<file path="config.mk">
export PLATFORM = sky130hd
export DESIGN_NAME = pipeline_hazard_ctrl_flat
export DESIGN_NICKNAME = d
export VERILOG_FILES = /design/src/rtl/pipeline_hazard_ctrl_pkg.sv /design/src/rtl/pipeline_hazard_ctrl_if.sv /design/src/rtl/pipeline_hazard_ctrl_hazard_detect.sv /design/src/rtl/pipeline_hazard_ctrl.sv /design/src/flat_wrapper.sv
export SDC_FILE = /design/constraint.sdc
export NUM_CORES = 1
export LEC_CHECK = 0
export CAP_MARGIN = 5
export CORE_MARGIN = 5
export CORE_UTILIZATION = 30
export DETAILED_ROUTE_END_ITERATION = 7
export PLACE_DENSITY = 0.5
export SETUP_SLACK_MARGIN = 0.4
export SLEW_MARGIN = 10
export SYNTH_ARGS = -nofsm -noshare
export SYNTH_HDL_FRONTEND = slang
export SYNTH_SLANG_ARGS = --single-unit
</file>
<file path="constraint.sdc">
create_clock -name clk -period 2.1 [get_ports clk]
set_input_delay 0.42 -clock clk [delete_from_list [all_inputs] [get_ports clk]]
set_output_delay 0.42 -clock clk [all_outputs]
set_load 0.1 [all_outputs]
</file>
<file path="src/rtl/pipeline_hazard_ctrl_pkg.sv">
// Shared definitions for the pipeline sequencer: FSM state codes, register
// index helpers and the packed bundle of stage enables/flushes.
package pipe_ctrl_pkg;

    localparam logic [1:0] ST_RUN    = 2'd0;
    localparam logic [1:0] ST_DWAIT  = 2'd1;
    localparam logic [1:0] ST_DRAIN  = 2'd2;
    localparam logic [1:0] ST_HALTED = 2'd3;

    localparam int         REG_W    = 4;
    localparam logic [3:0] REG_ZERO = 4'd0;

    typedef logic [REG_W-1:0] reg_idx_t;

    typedef struct packed {
        logic pc_en;
        logic if_id_en;
        logic id_ex_en;
        logic ex_mem_en;
        logic mem_wb_en;
        logic if_id_flush;
        logic id_ex_flush;
        logic ex_mem_flush;
        logic mem_wb_flush;
    } ctl_t;

    // Canned control words; field order is pc, four enables, four flushes.
    localparam ctl_t CTL_RUN    = 9'b1_1111_0000;
    localparam ctl_t CTL_RESET  = 9'b0_0000_1111;
    localparam ctl_t CTL_FREEZE = 9'b0_0001_0001;
    localparam ctl_t CTL_IDLE   = 9'b0_0000_0000;

endpackage

</file>
<file path="src/rtl/pipeline_hazard_ctrl_if.sv">
// Pipeline-side status and stage-control bundle; the pipeline is master,
// the hazard sequencer is slave.
interface pipeline_hazard_ctrl_if;
    import pipe_ctrl_pkg::*;

    reg_idx_t ID_rs_reg;
    reg_idx_t ID_rt_reg;
    logic     ID_uses_rs;
    logic     ID_uses_rt;
    logic     ID_Hlt;
    logic     ID_br_mispredict;
    logic     EX_MemRead;
    reg_idx_t EX_rd_reg;
    logic     MEM_mem_access;
    logic     dmem_ready;
    logic     imem_ready;
    logic     WB_Hlt;

    logic PC_en;
    logic IF_ID_en;
    logic ID_EX_en;
    logic EX_MEM_en;
    logic MEM_WB_en;
    logic IF_ID_flush;
    logic ID_EX_flush;
    logic EX_MEM_flush;
    logic MEM_WB_flush;

    modport master (
        output ID_rs_reg, ID_rt_reg, ID_uses_rs, ID_uses_rt, ID_Hlt,
               ID_br_mispredict, EX_MemRead, EX_rd_reg, MEM_mem_access,
               dmem_ready, imem_ready, WB_Hlt,
        input  PC_en, IF_ID_en, ID_EX_en, EX_MEM_en, MEM_WB_en,
               IF_ID_flush, ID_EX_flush, EX_MEM_flush, MEM_WB_flush
    );

    modport slave (
        input  ID_rs_reg, ID_rt_reg, ID_uses_rs, ID_uses_rt, ID_Hlt,
               ID_br_mispredict, EX_MemRead, EX_rd_reg, MEM_mem_access,
               dmem_ready, imem_ready, WB_Hlt,
        output PC_en, IF_ID_en, ID_EX_en, EX_MEM_en, MEM_WB_en,
               IF_ID_flush, ID_EX_flush, EX_MEM_flush, MEM_WB_flush
    );

endinterface

</file>
<file path="src/rtl/pipeline_hazard_ctrl_hazard_detect.sv">
// Load-use comparator: a load in EX whose destination feeds the instruction
// in ID. r0 is hardwired, so it never creates a dependency.
module hazard_detect
    import pipe_ctrl_pkg::*;
(
    input  reg_idx_t ID_rs_reg,
    input  reg_idx_t ID_rt_reg,
    input  logic     ID_uses_rs,
    input  logic     ID_uses_rt,
    input  logic     EX_MemRead,
    input  reg_idx_t EX_rd_reg,
    output logic     load_use
);

    logic rs_hit;
    logic rt_hit;

    assign rs_hit   = ID_uses_rs && (ID_rs_reg == EX_rd_reg);
    assign rt_hit   = ID_uses_rt && (ID_rt_reg == EX_rd_reg);
    assign load_use = EX_MemRead && (EX_rd_reg != REG_ZERO) && (rs_hit || rt_hit);

endmodule

</file>
<file path="src/rtl/pipeline_hazard_ctrl.sv">
// Central 5-stage pipeline sequencer: stage enables/flushes, PC write,
// DMEM wait/timeout tracking, HLT drain and a saturating stall counter.
module pipeline_hazard_ctrl
    import pipe_ctrl_pkg::*;
#(
    parameter int          CNT_W        = 16,
    parameter int unsigned DMEM_TIMEOUT = 255
) (
    input  logic                 clk,
    input  logic                 rst,
    pipeline_hazard_ctrl_if.slave pif,
    output logic                 halted,
    output logic                 dmem_err,
    output logic [CNT_W-1:0]     stall_cycles
);

    localparam logic [15:0]      WAIT_LIMIT = 16'(DMEM_TIMEOUT);
    localparam logic [15:0]      WAIT_ONE   = 16'd1;
    localparam logic [CNT_W-1:0] CNT_ONE    = CNT_W'(1);
    localparam logic [CNT_W-1:0] CNT_MAX    = {CNT_W{1'b1}};

    logic [1:0]  state;
    logic [1:0]  state_nxt;
    logic [15:0] wait_cnt;
    logic        load_use;
    logic        dmem_stall;
    logic        stall_count_en;
    ctl_t        ctl;

    hazard_detect u_hazard_detect (
        .ID_rs_reg  (pif.ID_rs_reg),
        .ID_rt_reg  (pif.ID_rt_reg),
        .ID_uses_rs (pif.ID_uses_rs),
        .ID_uses_rt (pif.ID_uses_rt),
        .EX_MemRead (pif.EX_MemRead),
        .EX_rd_reg  (pif.EX_rd_reg),
        .load_use   (load_use)
    );

    assign dmem_stall = pif.MEM_mem_access && !pif.dmem_ready;

    always_comb begin
        ctl       = CTL_RUN;
        state_nxt = state;
        if (rst) begin
            ctl = CTL_RESET;
        end else begin
            case (state)
                ST_RUN: begin
                    if (dmem_stall) begin
                        ctl       = CTL_FREEZE;
                        state_nxt = ST_DWAIT;
                    end else if (load_use) begin
                        // One bubble into EX; a pending mispredict is seen again next cycle.
                        ctl.pc_en       = 1'b0;
                        ctl.if_id_en    = 1'b0;
                        ctl.id_ex_flush = 1'b1;
                    end else if (pif.ID_Hlt) begin
                        ctl.pc_en       = 1'b0;
                        ctl.if_id_flush = 1'b1;
                        state_nxt       = ST_DRAIN;
                    end else begin
                        if (pif.ID_br_mispredict) begin
                            ctl.if_id_flush = 1'b1;
                        end
                        if (!pif.imem_ready) begin
                            ctl.pc_en       = 1'b0;
                            ctl.if_id_flush = 1'b1;
                        end
                    end
                end
                ST_DWAIT: begin
                    if (!pif.dmem_ready) begin
                        ctl = CTL_FREEZE;
                    end else begin
                        state_nxt = ST_RUN;
                    end
                end
                ST_DRAIN: begin
                    if (dmem_stall) begin
                        ctl = CTL_FREEZE;
                    end else begin
                        ctl.pc_en       = 1'b0;
                        ctl.if_id_flush = 1'b1;
                    end
                    if (pif.WB_Hlt) begin
                        state_nxt = ST_HALTED;
                    end
                end
                default: begin
                    ctl = CTL_IDLE;
                end
            endcase
        end
    end

    assign stall_count_en = !ctl.pc_en && ((state == ST_RUN) || (state == ST_DWAIT));

    always_ff @(posedge clk) begin
        if (rst) begin
            state        <= ST_RUN;
            wait_cnt     <= '0;
            dmem_err     <= 1'b0;
            stall_cycles <= '0;
        end else begin
            state <= state_nxt;
            // wait_cnt tracks consecutive unanswered DWAIT cycles; it parks at the limit.
            if ((state == ST_DWAIT) && !pif.dmem_ready) begin
                if (wait_cnt != WAIT_LIMIT) begin
                    wait_cnt <= wait_cnt + WAIT_ONE;
                end
                if (wait_cnt >= (WAIT_LIMIT - WAIT_ONE)) begin
                    dmem_err <= 1'b1;
                end
            end else begin
                wait_cnt <= '0;
            end
            if (stall_count_en && (stall_cycles != CNT_MAX)) begin
                stall_cycles <= stall_cycles + CNT_ONE;
            end
        end
    end

    assign halted = (state == ST_HALTED);

    assign pif.PC_en        = ctl.pc_en;
    assign pif.IF_ID_en     = ctl.if_id_en;
    assign pif.ID_EX_en     = ctl.id_ex_en;
    assign pif.EX_MEM_en    = ctl.ex_mem_en;
    assign pif.MEM_WB_en    = ctl.mem_wb_en;
    assign pif.IF_ID_flush  = ctl.if_id_flush;
    assign pif.ID_EX_flush  = ctl.id_ex_flush;
    assign pif.EX_MEM_flush = ctl.ex_mem_flush;
    assign pif.MEM_WB_flush = ctl.mem_wb_flush;

endmodule

</file>
<file path="src/flat_wrapper.sv">
// flat-port wrapper written by rule: the top's interface ports become plain ports
module pipeline_hazard_ctrl_flat import pipe_ctrl_pkg::*;
#(
    parameter int          CNT_W        = 16,
    parameter int unsigned DMEM_TIMEOUT = 255
)
  (clk, rst, halted, dmem_err, stall_cycles, pif_ID_rs_reg, pif_ID_rt_reg, pif_ID_uses_rs, pif_ID_uses_rt, pif_ID_Hlt, pif_ID_br_mispredict, pif_EX_MemRead, pif_EX_rd_reg, pif_MEM_mem_access, pif_dmem_ready, pif_imem_ready, pif_WB_Hlt, pif_PC_en, pif_IF_ID_en, pif_ID_EX_en, pif_EX_MEM_en, pif_MEM_WB_en, pif_IF_ID_flush, pif_ID_EX_flush, pif_EX_MEM_flush, pif_MEM_WB_flush);
  pipeline_hazard_ctrl_if pif_i ();
  input  logic clk;
  input  logic rst;
  output logic halted;
  output logic dmem_err;
  output logic [CNT_W-1:0] stall_cycles;
  input wire logic [$bits(pif_i.ID_rs_reg)-1:0] pif_ID_rs_reg;
  input wire logic [$bits(pif_i.ID_rt_reg)-1:0] pif_ID_rt_reg;
  input wire logic [$bits(pif_i.ID_uses_rs)-1:0] pif_ID_uses_rs;
  input wire logic [$bits(pif_i.ID_uses_rt)-1:0] pif_ID_uses_rt;
  input wire logic [$bits(pif_i.ID_Hlt)-1:0] pif_ID_Hlt;
  input wire logic [$bits(pif_i.ID_br_mispredict)-1:0] pif_ID_br_mispredict;
  input wire logic [$bits(pif_i.EX_MemRead)-1:0] pif_EX_MemRead;
  input wire logic [$bits(pif_i.EX_rd_reg)-1:0] pif_EX_rd_reg;
  input wire logic [$bits(pif_i.MEM_mem_access)-1:0] pif_MEM_mem_access;
  input wire logic [$bits(pif_i.dmem_ready)-1:0] pif_dmem_ready;
  input wire logic [$bits(pif_i.imem_ready)-1:0] pif_imem_ready;
  input wire logic [$bits(pif_i.WB_Hlt)-1:0] pif_WB_Hlt;
  output wire logic [$bits(pif_i.PC_en)-1:0] pif_PC_en;
  output wire logic [$bits(pif_i.IF_ID_en)-1:0] pif_IF_ID_en;
  output wire logic [$bits(pif_i.ID_EX_en)-1:0] pif_ID_EX_en;
  output wire logic [$bits(pif_i.EX_MEM_en)-1:0] pif_EX_MEM_en;
  output wire logic [$bits(pif_i.MEM_WB_en)-1:0] pif_MEM_WB_en;
  output wire logic [$bits(pif_i.IF_ID_flush)-1:0] pif_IF_ID_flush;
  output wire logic [$bits(pif_i.ID_EX_flush)-1:0] pif_ID_EX_flush;
  output wire logic [$bits(pif_i.EX_MEM_flush)-1:0] pif_EX_MEM_flush;
  output wire logic [$bits(pif_i.MEM_WB_flush)-1:0] pif_MEM_WB_flush;
  assign pif_i.ID_rs_reg = pif_ID_rs_reg;
  assign pif_i.ID_rt_reg = pif_ID_rt_reg;
  assign pif_i.ID_uses_rs = pif_ID_uses_rs;
  assign pif_i.ID_uses_rt = pif_ID_uses_rt;
  assign pif_i.ID_Hlt = pif_ID_Hlt;
  assign pif_i.ID_br_mispredict = pif_ID_br_mispredict;
  assign pif_i.EX_MemRead = pif_EX_MemRead;
  assign pif_i.EX_rd_reg = pif_EX_rd_reg;
  assign pif_i.MEM_mem_access = pif_MEM_mem_access;
  assign pif_i.dmem_ready = pif_dmem_ready;
  assign pif_i.imem_ready = pif_imem_ready;
  assign pif_i.WB_Hlt = pif_WB_Hlt;
  assign pif_PC_en = pif_i.PC_en;
  assign pif_IF_ID_en = pif_i.IF_ID_en;
  assign pif_ID_EX_en = pif_i.ID_EX_en;
  assign pif_EX_MEM_en = pif_i.EX_MEM_en;
  assign pif_MEM_WB_en = pif_i.MEM_WB_en;
  assign pif_IF_ID_flush = pif_i.IF_ID_flush;
  assign pif_ID_EX_flush = pif_i.ID_EX_flush;
  assign pif_EX_MEM_flush = pif_i.EX_MEM_flush;
  assign pif_MEM_WB_flush = pif_i.MEM_WB_flush;
  pipeline_hazard_ctrl #(.CNT_W(CNT_W), .DMEM_TIMEOUT(DMEM_TIMEOUT)) u_core (.clk(clk), .rst(rst), .pif(pif_i), .halted(halted), .dmem_err(dmem_err), .stall_cycles(stall_cycles));
endmodule
</file>
After elaboration in Yosys (flattened, before gate mapping)
Index checks and enable logic that the tools add are counted.

Register bits: 35. Word-level logic and storage cells: 62.

Bitwise logic cells: 1. Multiplexer cells: 25. Reductions and logical operators: 18. Magnitude comparators: 1. Equality and inequality tests: 11. $add $sub $neg: 2.

Operators by type and width (count): adder 16 x 1 -> 16 bit (second input constant) (2); one-hot mux 9 bit (3 select lines) (1); 2-to-1 mux 9 bit (2); greater-or-equal comparator 16 x 8 -> 1 bit (second input constant) (1); != test 16 bit (second input constant) (1); != test 16 x 8 -> 1 bit (second input constant) (1); 2-to-1 mux 2 bit (7); 2-to-1 mux 1 bit (12); == test 4 bit (2); logical AND 1 bit (8); one-hot mux 2 bit (3 select lines) (1); AND reduction 5 bit (1); == test 2 bit (second input constant) (2); 2-to-1 mux 4 bit (1); != test 2 bit (second input constant) (2); nonzero test 4 bit (1); 2-to-1 mux 3 bit (1); != test 3 x 2 -> 1 bit (second input constant) (1); != test 3 bit (second input constant) (1); nonzero test 3 bit (1); == test 2 x 1 -> 1 bit (second input constant) (1); zero test 1 bit (2); zero test 2 bit (1); logical OR 1 bit (2); 3 further kinds (3).

Longest topological paths before layout
Gate-level depths: netlist (run 1).

Depth in word-level cells: 11. Depth in mapped cells: 9. Gate-level depth less buffers: 8.

By module
Synthesis (run 1) repeated with hierarchy kept, for this count alone.

Cells, all modules: 244. Area, all modules: 2037.0 um2.

Modules (own cells, without submodules): pipeline_hazard_ctrl (cells each 230, seq. area each 700.7 um2, area each 1933.1 um2, times used 1); hazard_detect (cells each 14, seq. area each 0.0 um2, area each 103.8 um2, times used 1).

Least setup slack after synthesis (run 1)
OpenSTA, ideal clock, no wires.

Kind: input to output. Start: input port pif_EX_rd_reg[0]. End: output port pif_PC_en. Stages on the path: 7. Setup slack: -1.964 ns. Path buffers: 1. Data required time: 1.680 ns. Arrival time: 3.644 ns. Cells stage by stage: o41a_1 nand3_1 nor4_2 nor4_4 buf_6 a21oi_1 nor3_1.

Word-level cells in the longest chain between the ends: 8.

RTL lines: from (decl) (RTL line flat_wrapper.sv:21) `input wire logic [$bits(pif_i.EX_rd_reg)-1:0] pif_EX_rd_reg;`; == test 4 bit, on equally long branches (RTL line pipeline_hazard_ctrl_hazard_detect.sv:18, pipeline_hazard_ctrl_hazard_detect.sv:19); logical AND 1 bit, on equally long branches (RTL line pipeline_hazard_ctrl_hazard_detect.sv:18, pipeline_hazard_ctrl_hazard_detect.sv:19); logical OR 1 bit (RTL line pipeline_hazard_ctrl_hazard_detect.sv:20) `assign load_use = EX_MemRead && (EX_rd_reg != REG_ZERO) && (rs_hit || rt_hit);`; logical AND 1 bit * (RTL line pipeline_hazard_ctrl_hazard_detect.sv:20); 2-to-1 mux 1 bit * (RTL line pipeline_hazard_ctrl.sv:53) `end else if (load_use) begin`; 2-to-1 mux 2 bit * (RTL line pipeline_hazard_ctrl.sv:50) `if (dmem_stall) begin`; one-hot mux 9 bit (3 select lines) * (RTL line pipeline_hazard_ctrl.sv:48) `case (state)`; 2-to-1 mux 9 bit * (RTL line pipeline_hazard_ctrl.sv:45) `if (rst) begin`; to (decl) (RTL line flat_wrapper.sv:26) `output wire logic [$bits(pif_i.PC_en)-1:0] pif_PC_en;`.

Mark *: on every way between the ends. The rest lies on a longest branch, timed or not.

Worst setup path after layout (run 1)
Ends and elaborated chain as after synthesis.

==> impl_metrics.csv, run 1 <==
group,metric,value,unit
status,status,"complete, but fails checks",
status,failed_checks,"negative setup slack",
synthesis,synth.area.mux_share,0.0823,
placed_design,dp_hpwl,4.45,mm
final_layout,drive_gt1_frac,0.534,
sta,fmax,0.415,GHz
synthesis,syn_avg_cell_area,8.20,µm²
global_route,antenna_found_initial,0,
synthesis,synth_top_area_cell,"dfxtp_1",
global_route,grt_overflow,0,
synthesis,synth_seq_cells,35,
global_route,grt_usage,0.151,
final_layout,area_growth_syn_to_layout,88.3,%
final_layout,finalInstanceArea,0.00409,mm²
pwr,ir_drop,0.436,mV
critical_path,cpMostUsedCell,"nor4_4",
sta,setup_violations,19,
sta,period_minus_slack,2.41,ns
synthesis,synth.distinct_cells,45,
detailed_routing,wl_per_cell,14.2,µm
final_layout,fillCellCount,654,
clocking,cts_htree_levels,2,
global_route,grt_pass1_vias,2271,
floorplan,num_rows,31,
placed_design,placed_cell_area,0.00321,mm²
final_layout,regArea,752,µm²
placed_design,portBuffers,49,
final_layout,nets,400,
global_route,grt_first_pass_wirelength,10.8,mm
final_layout,multi_input_area,0.00192,mm²
detailed_routing,drc,0,
detailed_routing,ant_nets,0,
synthesis,synth_top_family_by_area,"simple AND/OR/NAND/NOR gates",
global_route,grt_max_degree,21,
synthesis,yosys-top-cells-area,"dfxtp_1, nor2_1, nor2b_1",
critical_path,start_kind,"input pin",
synthesis,async_reset_ff_frac,0,
sta,hold_viol,0,
clocking,max-clock-path-buffers,2,
synthesis,syn_area,0.00217,mm²
synthesis,synthSimpleGateAreaFrac,0.290,
detailed_routing,drt_iter0_markers,70,
clocking,cts_inserted_buffers,5,
floorplan,core,0.00714,mm²
synthesis,syn_inst,265,
critical_path,path_class,"in2out",
worst_hold_path,hold_path_class,"reg2reg",
pwr,powerDensity,855,mW/mm²
critical_path,path_cells,"buf_8, o41a_1, nand3_2, nor4_4, buf_4, nor4_4, a21oi_2, nor3_4, buf_12",
final_layout,diodes,0,
clocking,cts_root_buffer,"clkbuf_8",
detailed_routing,drt_wl_total,6.66,mm
detailed_routing,dr.pass1.iters,4,
floorplan,dieArea,0.00905,mm²
critical_path,worstSetupEndpointType,"output pin",
sta,hold_ws,0.461,ns
sta,timing.final.crit_share,1.15,
detailed_routing,via_count,2282,
critical_path,worstPathArrival,1.99,ns
synthesis,yosysWarnings,0,
sta,fin_skew,0.00848,ns
pwr,leakagePower,1.59,nW
placed_design,place_congestion,0.749,
critical_path,slowest_stage,"o41a_1",
clocking,path_clk_slew,0.07,ns
floorplan,die_y,95.1,µm
sta,rsz0062_at_grt,"true",
sta,fin_ws,-0.308,ns
synthesis,synth_top_area_frac,0.322,
clocking,cts_sinks,35,
floorplan,initial_utilization,0.305,
synthesis,synth_xor_area_frac,0.0645,
clocking,cts_tree,"yes",
critical_path,critical_path_peak_fanout,2,
synthesis,synthAdderAreaFrac,0.0403,
synthesis,synth_compound_area_frac,0.153,
synthesis,synth_edf_count,0,
sta,tightest_slew,0.453,ns
synthesis,synth_ff_type,"dfxtp_1",
floorplan,ios,50,
sta,slew_headroom,0.696,
critical_path,cp.required,1.68,ns
clocking,insertion_delay,0.29,ns
synthesis,synth_nets,295,
critical_path,critPathMaxStageDelay,0.47,ns
floorplan,chipWidth,95.1,µm
sta,drv_slew,0,
detailed_routing,viasPerCell,4.86,
job,max-cap-violations,0,
synthesis,yosysSeqAreaShare,0.322,
-- path summary, 6_finish.rpt --
path	startpoint	endpoint	slack (ns)	cells after the start
setup / recovery	pif_EX_rd_reg[0]	pif_PC_en	-0.31	9
hold / removal	u_core.dmem_err$_SDFFE_PP0P_	u_core.dmem_err$_SDFFE_PP0P_	0.46	1
setup reg to reg	u_core.state[0]$_SDFFE_PP0P_	u_core.stall_cycles[12]$_SDFFE_PP0P_	0.06	8
hold reg to reg	u_core.dmem_err$_SDFFE_PP0P_	u_core.dmem_err$_SDFFE_PP0P_	0.46	1
-- cells in the mapped netlist, types with 7 or more instances --
master   instances
dfxtp_1         35
nor2_1          33
a21oi_1         23
nor2b_1         19
nand2_1         17
nand4_1         13
nand3_1         10
xor2_1          10
mux2_1           9
inv_1            8
ha_1             7
-- kinds of logic after synthesis --
| kind of cell | count (synthesis) |
|---|---|
| AND/OR/NAND/NOR | 118 |
| buffers and inverters | 21 |
| XOR/XNOR | 16 |
| multiplexers | 16 |
| AO/OA/AOI/OAI | 52 |
| flip-flops | 35 |
| adder cells (fa/ha/maj) | 7 |
-- metrics by stage --
step	util	setup slack, ns	instances	total power, mW	TNS (ns)
floorplan	-	-0.691	265	1.88	-2.53
global placement	0.449	-0.653	437	2.37	-12.10
detailed placement	0.449	-0.683	437	2.36	-13.04
CTS	0.549	-0.291	461	3.36	-1.13
global route	0.573	-0.418	470	3.68	-3.45
finish	0.573	-0.308	470	3.50	-2.04
-- layout make-up --
type	count	share of cell area
Multi-Input combinational cell	209	0.468
Timing Repair Buffer	111	0.284
Sequential cell	35	0.184
Tap cell	99	0.0303
Clock buffer	7	0.0235
Inverter	8	0.00856
Clock inverter	1	0.00153
-- registers in the layout, summed over array words and instances (netlist names) --
| register | cells |
|---|---|
| u_core.stall_cycles | 16 |
| u_core.state | 2 |
| u_core.wait_cnt | 16 |
| u_core.dmem_err | 1 |
-- cells in the final DEF (no fill, tap or decap), drive strengths merged, types with 2 or more instances in the layout --
| cell type | instances |
|---|---|
| a211oi | 3 |
| a21oi | 24 |
| a311oi | 2 |
| a31oi | 4 |
| and2 | 3 |
| and3 | 6 |
| and4 | 2 |
| buf | 93 |
| clkbuf | 11 |
| clkdlybuf4s15 | 2 |
| clkdlybuf4s50 | 5 |
| dfxtp | 35 |
| dlygate4sd2 | 6 |
| ha | 7 |
| inv | 9 |
| mux2 | 15 |
| nand2 | 17 |
| nand3 | 10 |
| nand4 | 13 |
| nor2 | 33 |
| nor2b | 19 |
| nor3 | 5 |
| nor4 | 5 |
| o211ai | 2 |
| o21ai | 4 |
| o31ai | 3 |
| or3 | 3 |
| xnor2 | 6 |
| xor2 | 10 |
-- timing repair --
item / CTS / global route
cloned: 2 / 0
gates resized for setup: 132 / 33
hold buffers: 0 / 0
buffers inserted: 14 / 9
hold endpoints to repair: 0 / 0
endpoints found under the setup margin: 44 / 35
pin swaps: 34 / 19
-- critical path: cells and delay by family --
kind,cells,cell delay (ns)
AO/OA/AOI/OAI,2,0.55
buffers and inverters,3,0.45
AND/OR/NAND/NOR,4,0.56
-- per-layer routing --
layer / vias up / global-route usage / routed length [µm]
li1: 1158 / - / -
met1: 1091 / 0.176 / 2930
met2: 24 / 0.282 / 3460
met3: 9 / 0.0308 / 185
met4: 0 / 0.0361 / 87
met5: - / 0 / 0
-- power breakdown --
part	switching (mW)	internal (mW)	total, mW
combinational	1.21	0.981	2.19
clock	0.255	0.299	0.555
sequential	0.0419	0.712	0.754
No activity file was read; power rests on OpenSTA's default activity.
==> run 2, diff against run 1 <==
--- a/config.mk
+++ b/config.mk
@@ -7,9 +7,9 @@
 export LEC_CHECK = 0
 export CAP_MARGIN = 5
 export CORE_MARGIN = 5
-export CORE_UTILIZATION = 30
+export CORE_UTILIZATION = 45
 export DETAILED_ROUTE_END_ITERATION = 7
-export PLACE_DENSITY = 0.5
+export PLACE_DENSITY = 0.72
 export SETUP_SLACK_MARGIN = 0.4
 export SLEW_MARGIN = 10
 export SYNTH_ARGS = -nofsm -noshare
==> run 2 against run 1 <==
The run still ends with negative setup slack left. Worst hold slack got worse by 0.00059 ns. Clock skew increased by 0.0029 ns. Largest cell class unchanged. Critical path type unchanged. Total power decreased by 3.8%.
==> impl_metrics.csv, run 2 (synthesis results as in run 1) <==
group,metric,value,unit
final_layout,final_cell_mix,"buf_4, nor2_1, a21oi_1",
sta,setup_violations,20,
pwr,switching_share,0.439,
clocking,cts_inserted_buffers,5,
sta,hold_viol,0,
clocking,cts_root_buffer,"clkbuf_8",
floorplan,chipWidth,79.5,µm
pwr,power.total,3.37,mW
detailed_routing,drc,0,
pwr,powerDensity,919,mW/mm²
clocking,cts_htree_levels,2,
detailed_routing,met2_length,3.60,mm
floorplan,die_y,79.5,µm
final_layout,area_growth_syn_to_layout,68.7,%
critical_path,critical_path_peak_fanout,2,
pwr,p_int,1.89,mW
sta,fin_ws,-0.389,ns
worst_hold_path,hold_path_class,"reg2reg",
sta,period_minus_slack,2.49,ns
final_layout,largestRegisters,"u_core.stall_cycles (16), u_core.wait_cnt (16), u_core.state (2)",
sta,timing.final.crit_share,1.19,
detailed_routing,drt_iter0_markers,87,
critical_path,worstPathArrival,2.07,ns
pwr,power_frac_comb,0.606,
final_layout,diodes,0,
floorplan,ios,50,
global_route,grt_max_degree,17,
pwr,leakagePower,1.49,nW
placed_design,dp_worst_setup_slack,-0.740,ns
final_layout,drive_gt1_frac,0.462,
pwr,clkPwrFrac,0.166,
status,failed_checks,"negative setup slack",
sta,drv_slew,0,
floorplan,initial_utilization,0.463,
critical_path,start_kind,"input pin",
placed_design,portBuffers,49,
detailed_routing,ant_nets,0,
final_layout,nets,393,
placed_design,place_congestion,0.866,
critical_path,cp.required,1.68,ns
global_route,grt_overflow,0,
detailed_routing,wl_per_cell,16.2,µm
clocking,path_clk_slew,0.07,ns
global_route,antenna_found_initial,0,
pwr,p_sw,1.48,mW
detailed_routing,wl_met1,2.84,mm
global_route,grt_first_pass_wirelength,10.6,mm
detailed_routing,drt_wl_total,6.77,mm
sta,slew_headroom,0.734,
floorplan,dieArea,0.00632,mm²
floorplan,core,0.00469,mm²
clocking,cts_tree,"yes",
detailed_routing,routed-wl-met3,215,µm
clocking,ctsHoldBuffers,0,
sta,fin_skew,0.0114,ns
pwr,pwr-share-seq,0.228,
detailed_routing,via_count,2318,
detailed_routing,viasPerCell,5.55,
final_layout,layout_commonest_cell,"buf_4",
job,max-cap-violations,0,
sta,fmax,0.402,GHz
global_route,grt_usage,0.214,
final_layout,finalInstanceArea,0.00367,mm²
placed_design,dp_hpwl,4.28,mm
placed_design,placed_cell_area,0.00314,mm²
critical_path,path_class,"in2out",
global_route,grt_pass1_vias,2253,
floorplan,num_rows,25,
clocking,max-clock-path-buffers,2,
clocking,cts_sinks,35,
critical_path,worstSetupEndpointType,"output pin",
pwr,ir_drop,0.601,mV
sta,tightest_slew,0.397,ns
status,status,"complete, but fails checks",
sta,rsz0062_at_grt,"true",
detailed_routing,dr.pass1.iters,4,
clocking,insertion_delay,0.30,ns
detailed_routing,dr.max_layer_used,"met4",
[run 2: changes by cell type in the layout (fill, tap and decap cells not counted), moves of 5 or more]
cell,change
a21oi_4,-12
mux2_1,+9
mux2_2,+6
buf_12,-5
a21oi_1,+10
buf_6,-6
mux2_4,-15
[run 2: metrics by stage]
step	instances	util	setup TNS, ns	hold slack (ns)
floorplan	265	-	-2.53	0.454
global placement	390	0.668	-10.39	0.441
detailed placement	390	0.668	-11.21	0.446
CTS	412	0.750	-1.23	0.466
global route	418	0.782	-3.60	0.494
finish	418	0.782	-2.19	0.460
[run 2: final timing paths]
check,start,endpoint,slack [ns],cells past startpoint
hold reg to reg,u_core.dmem_err$_SDFFE_PP0P_,u_core.dmem_err$_SDFFE_PP0P_,0.46,1
hold / removal,u_core.dmem_err$_SDFFE_PP0P_,u_core.dmem_err$_SDFFE_PP0P_,0.46,1
setup / recovery,pif_EX_rd_reg[2],pif_PC_en,-0.39,10
setup reg to reg,u_core.state[0]$_SDFFE_PP0P_,u_core.stall_cycles[13]$_SDFFE_PP0P_,0.03,9
[run 2: what timing repair did]
action / in CTS / in global routing
pin swaps: 17 / 9
resized for setup: 73 / 23
setup buffers: 14 / 6
endpoints found under the setup margin: 38 / 39
hold endpoints to repair: 0 / 0
[run 2: per-layer routing]
| layer | vias to the layer above | GRT usage |
|---|---|---|
| li1 | 1146 | - |
| met1 | 1123 | 0.248 |
| met2 | 38 | 0.374 |
| met3 | 11 | 0.0485 |
| met4 | 0 | 0.0928 |
| met5 | - | 0 |
[run 2: cell type report]
cell class / count / area (µm²)
clock buffers: 6 / 93.8
inverters: 8 / 35.0
repair buffers: 104 / 990
fillers: 299 / 1020
clock inverters: 2 / 8.76
flip-flops and latches: 35 / 759
well taps: 54 / 67.6
multi-input cells: 209 / 1710
[run 2: critical path, cell delays in order]
cell and delay, ns:
buf_6 0.09, o41a_1 0.44, buf_4 0.16, nand3_4 0.06, nor4_4 0.05, buf_4 0.15, nor4_4 0.25, a21oi_2 0.08
nor3_4 0.16, buf_12 0.20
[run 2: power groups by stage]
stage	logic [mW]	clock network (mW)	registers, mW
floorplan	0.978	0	0.906
global placement	1.57	0	0.775
detailed placement	1.58	0	0.775
CTS	1.81	0.572	0.760
global route	2.15	0.609	0.776
finish	2.04	0.559	0.768
==> run 3, diff against run 2 <==
--- a/config.mk
+++ b/config.mk
@@ -11,7 +11,6 @@
 export DETAILED_ROUTE_END_ITERATION = 7
 export PLACE_DENSITY = 0.72
 export SETUP_SLACK_MARGIN = 0.4
-export SLEW_MARGIN = 10
 export SYNTH_ARGS = -nofsm -noshare
 export SYNTH_HDL_FRONTEND = slang
 export SYNTH_SLANG_ARGS = --single-unit
==> results of run 3 <==
Same layout as run 2: the final DEF is identical, and so are final timing and power.
